<file path="src/rtl/serial_sub_ctrl.sv">
// Bit-serial subtractor: one bit per clock, LSB first, with a valid/ready
// operand port and a valid/ready result port. `SERIAL_SUB_ZERO_FLAG_EN adds a zero-result flag.
module serial_sub_ctrl #(
    parameter int WIDTH = 8
) (
    input  logic             clk,
    input  logic             rst,
    input  logic             in_valid,
    output logic             in_ready,
    input  logic [WIDTH-1:0] a,
    input  logic [WIDTH-1:0] b,
    output logic             out_valid,
    input  logic             out_ready,
    output logic [WIDTH-1:0] diff,
    output logic             bo,
`ifdef SERIAL_SUB_ZERO_FLAG_EN
    output logic             zero,
`endif
    output logic             busy
);

    localparam int CW = (WIDTH > 2) ? $clog2(WIDTH) : 1;

    localparam logic [1:0] IDLE = 2'd0;
    localparam logic [1:0] RUN  = 2'd1;
    localparam logic [1:0] DONE = 2'd2;

    logic [1:0]       state_reg, state_next;
    logic [WIDTH-1:0] a_reg, a_next;
    logic [WIDTH-1:0] b_reg, b_next;
    logic [WIDTH-1:0] res_reg, res_next;
    logic [WIDTH-1:0] diff_reg, diff_next;
    logic [CW-1:0]    cnt_reg, cnt_next;
    logic             br_reg, br_next;
    logic             bo_reg, bo_next;
`ifdef SERIAL_SUB_ZERO_FLAG_EN
    logic             zero_reg, zero_next;
`endif

    logic [WIDTH-1:0] a_shift;
    logic [WIDTH-1:0] b_shift;
    logic [WIDTH-1:0] res_shift;
    logic             bit_d;
    logic             bit_br;
    logic             last_bit;

    // One full-subtractor cell applied to the current LSBs.
    assign bit_d    = a_reg[0] ^ b_reg[0] ^ br_reg;
    assign bit_br   = (~a_reg[0] & b_reg[0]) | (~(a_reg[0] ^ b_reg[0]) & br_reg);
    assign last_bit = (cnt_reg == CW'(WIDTH - 1));

    genvar gi;
    generate
        for (gi = 0; gi < WIDTH - 1; gi = gi + 1) begin : g_shift
            assign a_shift[gi]   = a_reg[gi+1];
            assign b_shift[gi]   = b_reg[gi+1];
            assign res_shift[gi] = res_reg[gi+1];
        end
    endgenerate

    assign a_shift[WIDTH-1]   = 1'b0;
    assign b_shift[WIDTH-1]   = 1'b0;
    assign res_shift[WIDTH-1] = bit_d;

    // The result accumulates in res_reg; diff/bo are only updated when the
    // last bit lands, so the previous result stays visible while running.
    always_comb begin
        state_next = state_reg;
        a_next     = a_reg;
        b_next     = b_reg;
        res_next   = res_reg;
        diff_next  = diff_reg;
        cnt_next   = cnt_reg;
        br_next    = br_reg;
        bo_next    = bo_reg;
`ifdef SERIAL_SUB_ZERO_FLAG_EN
        zero_next  = zero_reg;
`endif
        case (state_reg)
            IDLE: begin
                if (in_valid) begin
                    a_next     = a;
                    b_next     = b;
                    res_next   = '0;
                    cnt_next   = '0;
                    br_next    = 1'b0;
                    state_next = RUN;
                end
            end
            RUN: begin
                a_next   = a_shift;
                b_next   = b_shift;
                res_next = res_shift;
                br_next  = bit_br;
                cnt_next = cnt_reg + CW'(1);
                if (last_bit) begin
                    diff_next  = res_shift;
                    bo_next    = bit_br;
`ifdef SERIAL_SUB_ZERO_FLAG_EN
                    zero_next  = (res_shift == '0);
`endif
                    state_next = DONE;
                end
            end
            DONE: begin
                if (out_ready) begin
                    state_next = IDLE;
                end
            end
            default: begin
                state_next = IDLE;
            end
        endcase
    end

    always_ff @(posedge clk) begin
        if (rst) begin
            state_reg <= IDLE;
            a_reg     <= '0;
            b_reg     <= '0;
            res_reg   <= '0;
            diff_reg  <= '0;
            cnt_reg   <= '0;
            br_reg    <= 1'b0;
            bo_reg    <= 1'b0;
`ifdef SERIAL_SUB_ZERO_FLAG_EN
            zero_reg  <= 1'b0;
`endif
        end else begin
            state_reg <= state_next;
            a_reg     <= a_next;
            b_reg     <= b_next;
            res_reg   <= res_next;
            diff_reg  <= diff_next;
            cnt_reg   <= cnt_next;
            br_reg    <= br_next;
            bo_reg    <= bo_next;
`ifdef SERIAL_SUB_ZERO_FLAG_EN
            zero_reg  <= zero_next;
`endif
        end
    end

    assign in_ready  = (state_reg == IDLE);
    assign busy      = (state_reg == RUN);
    assign out_valid = (state_reg == DONE);
    assign diff      = diff_reg;
    assign bo        = bo_reg;
`ifdef SERIAL_SUB_ZERO_FLAG_EN
    assign zero      = zero_reg;
`endif

endmodule

</file>
<file path="config.mk">
export PLATFORM = sky130hd
export DESIGN_NAME = serial_sub_ctrl
export DESIGN_NICKNAME = d
export VERILOG_FILES = /design/src/rtl/serial_sub_ctrl.sv
export SDC_FILE = /design/constraint.sdc
export NUM_CORES = 1
export LEC_CHECK = 0
export CORE_MARGIN = 2
export CORE_UTILIZATION = 40
export DETAILED_ROUTE_END_ITERATION = 7
export HOLD_SLACK_MARGIN = 0.06
export SLEW_MARGIN = 20
export SYNTH_ARGS = -nofsm -noshare
export SYNTH_HDL_FRONTEND = slang
export SYNTH_SLANG_ARGS = --single-unit
</file>
<file path="constraint.sdc">
create_clock -name clk -period 1.4 [get_ports clk]
set_input_delay 0.35 -clock clk [delete_from_list [all_inputs] [get_ports clk]]
set_output_delay 0.35 -clock clk [all_outputs]
set_load 0.02 [all_outputs]
</file>
==> summary by stage <==
Yosys
Counting flops and latches in the post-synthesis netlist gives 38. The count of unique library cells instantiated by Yosys is 28. Yosys instantiated no cell more often than nor2_1. Summed over all instances, the cell type with the most area after synthesis is dfxtp_1. The number of nets in the synthesized netlist is 189. The count of mapped cells out of synthesis is 166. The commonest register cell after synthesis is dfxtp_1. Of the synthesized area, sequential elements account for 0.485. The mapped netlist covers 0.00157 mm².

In the synthesized netlist the async set-or-reset flop fraction comes to 0. The commonest cells after synthesis are nor2_1, dfxtp_1, a21oi_1. During synthesis, Yosys emitted a total of 0 warnings. In this run the mean area of a mapped cell was 9.44 µm². In the post-synthesis netlist, the biggest area contributors are dfxtp_1, o221ai_2, nor2_1.

Of the post-synthesis cell area, the dominant cell type holds 0.485. The synthesized design contains 0 enable-type register cells.

Power and ir drop
The part of the power in registers is 0.445. IR analysis of the VDD net gives a maximum drop of 0.000700 V. After layout, the design draws a total of 2620 µW. The relative contribution of combinational cells to total power is 0.120. The static leakage is 0.000865 µW. The cell-internal power is 2060 µW. The power density over cell area is 1210 mW/mm². Of the total power, the share spent switching nets is 0.214. The share of total power dissipated in the clock network is 0.435. The analysis attributes to net switching a power of 561 µW.

Global routing
The initial antenna violation count was 0. The first global-routing pass estimated 5880 µm of wire. In the global route stage, overall resource usage came out at 0.177. Entering global routing, the biggest net connects 25 pins. The sum of overflow across all layers after global routing is 0. The number of global-route vias before repair is 1251.

Placed design
The number of cells after detailed placement is 247. The estimated wirelength of the detail-placed design is 2310 µm. At the end of routability-driven placement, the weighted congestion stood at 0.710.

The number of buffer cells added on primary ports is 31. At the placement stage, the worst setup path has a slack of -0.408 ns.

Worst setup path
The maximum fanout along the worst path is 4. The critical path arrival is 1.57 ns. The nature of the critical path endpoint is a flop. The worst setup path is of the reg2reg kind. The worst setup path is launched from a flop.

The worst endpoint required time is 1.58 ns.

Final layout
The area growth from synthesis to layout is 37.9%. Measured on the finished design, the core utilization comes to 0.582. The repair_antennas step left the layout with diodes totalling 0. Across the whole layout, storage elements account for 764 µm².

The multi-input combinational cells in the finished layout cover a total of 704 µm². In the final design database the tool counted 231 nets. The count of non-filler cells in the finished layout is 257. In the final layout, the share of cells above drive strength 1 is 0.220. Counting the fill cells in the layout gives 342.

Detailed routing
The first detailed-routing pass ran for 6 iterations. The routed via count divided by cell count is 4.91. In the routed design, unresolved DRC markers number 0. In this run the remaining antenna-violating nets after routing total 0.

The routed layout has 1263 vias. Dividing the detail-routed wire length by the instance count gives 13.1 µm. The initial detailed-routing violation count is 136. After detailed routing, the total wire length is 3370 µm.

Timing
The maximum clock skew at final layout is 0.00359 ns. Setup repair after global routing could not meet its margin everywhere. Dividing the final minimum period by the clock period gives 0.991. Measured against its own limit, the worst slew margin works out to 0.790. The max-slew violation total from the final report is 0. Once routing completed, OpenROAD measured the worst setup slack at 0.0125 ns. The pin slew with the least headroom to its limit is 0.315 ns. The time the final worst path needs with I/O delays and setup is 1.39 ns.

The number of hold violations in the final report is 0. The timing-limited maximum frequency is 721 MHz. Setup violations remaining at the end of the flow were counted as 0.

Floorplan
The row count is 22. The initial core utilization is 0.422. The number of placed I/O pins is 32. The die extent in x is 66.6 µm. From bottom edge to top edge, the die measures 66.6 µm. The area of the die is 0.00444 mm².

The core outline area is 0.00372 mm².

Job
Across the run, the number of max-cap violations was 0.

Clock network
CTS placed an instance of clkbuf_8 at the clock tree root. TritonCTS built the clock tree. For this design, the sink count on the clock tree is 38. The number of clock buffers added by TritonCTS is 5. At the later pin of the worst-skew pair, clock insertion delay measures 0.29 ns. The number of H-tree branching levels is 2. No sink is reached through more buffers than the 2 on the longest clock path. The number of hold buffers added after CTS was 0. The clock-pin slew on the worst setup and hold paths is 0.07 ns.

Outcome
The flow ran to the end, and the final reports show no timing, DRC or antenna violations.

Min path
The tightest min-delay check is of the reg2reg type.
==> path summary, 6_finish.rpt <==
kind | startpoint | to | slack [ns] | cells past startpoint
worst min-delay path | cnt_reg[0]$_SDFFE_PP0P_ | cnt_reg[0]$_SDFFE_PP0P_ | 0.45 | 1
worst max register to register | state_reg[0]$_SDFFE_PP0P_ | a_reg[4]$_SDFFE_PP0P_ | 0.01 | 5
worst max-delay path | state_reg[0]$_SDFFE_PP0P_ | a_reg[4]$_SDFFE_PP0P_ | 0.01 | 5
worst min register to register | cnt_reg[0]$_SDFFE_PP0P_ | cnt_reg[0]$_SDFFE_PP0P_ | 0.45 | 1
==> stage by stage <==
step | cell area (µm²) | setup TNS (ns) | hold WS, ns
after floorplan | 1570 | 0 | 0.441
after global placement | 1990 | -6.64 | 0.444
after detailed placement | 1990 | -7.15 | 0.452
after CTS | 2140 | -0.000706 | 0.460
after global routing | 2160 | -0.327 | 0.473
final | 2160 | 0 | 0.446
==> layer usage <==
metal,global-route usage,vias up,part of all wire
met5,0,-,0
met4,0.0765,0,0.015
met3,0.0405,5,0.042
met2,0.266,25,0.43
met1,0.242,568,0.51
li1,-,665,-
==> power by group through the flow <==
| stage | Combinational, µW | Clock, µW | Sequential, µW |
|---|---|---|---|
| global route | 348 | 1240 | 1170 |
| finish | 314 | 1140 | 1170 |
| global placement | 290 | 0 | 1190 |
| CTS | 312 | 1160 | 1160 |
| detailed placement | 298 | 0 | 1190 |
| floorplan | 189 | 0 | 1180 |
==> kinds of logic (layout without fill, tap and decap cells) <==
logic type      count (synthesis)  after routing  share of synthesized area
buf+inv                        18             61                     0.0710
compound gates                 44             44                      0.241
simple gates                   63             63                      0.174
flops                          38             38                      0.485
fa+ha+maj                       3              3                     0.0287
==> layout by cell type (no fill, tap or decap), drive strengths merged <==
cell type	instances
fa	1
inv	4
nand2b	2
nor2b	2
clkdlybuf4s50	18
clkbuf	6
dfxtp	38
a21oi	13
o21ai	2
nand3b	3
or3b	1
o21bai	1
nor2	39
nand2	8
a311oi	1
nand3	8
a2bb2oi	1
buf	21
bufinv	2
a211oi	2
o221ai	14
a22oi	9
o21ba	1
dlygate4sd2	10
ha	2
==> worst max-delay path, cell delays in order (launching register included) <==
cell	delay [ns]
dfxtp_2	0.34
buf_6	0.11
or3b_4	0.45
buf_6	0.15
o221ai_1	0.16
nor2_1	0.07
==> timing repair <==
action / CTS / global route
pin swaps: 8 / 4
setup endpoints to repair: 25 / 24
gates resized for setup: 27 / 5
gates cloned: 1 / 0
setup buffers: 0 / 1
==> cell type report <==
cell class	instances	share of cell area
multi-input combinational	110	0.326
clock buffer	6	0.0382
inverter	4	0.00694
timing repair buffer	49	0.220
tap	48	0.0278
sequential	38	0.354
clock inverter	2	0.0278
Note: power is estimated with default switching activity, not from simulation.
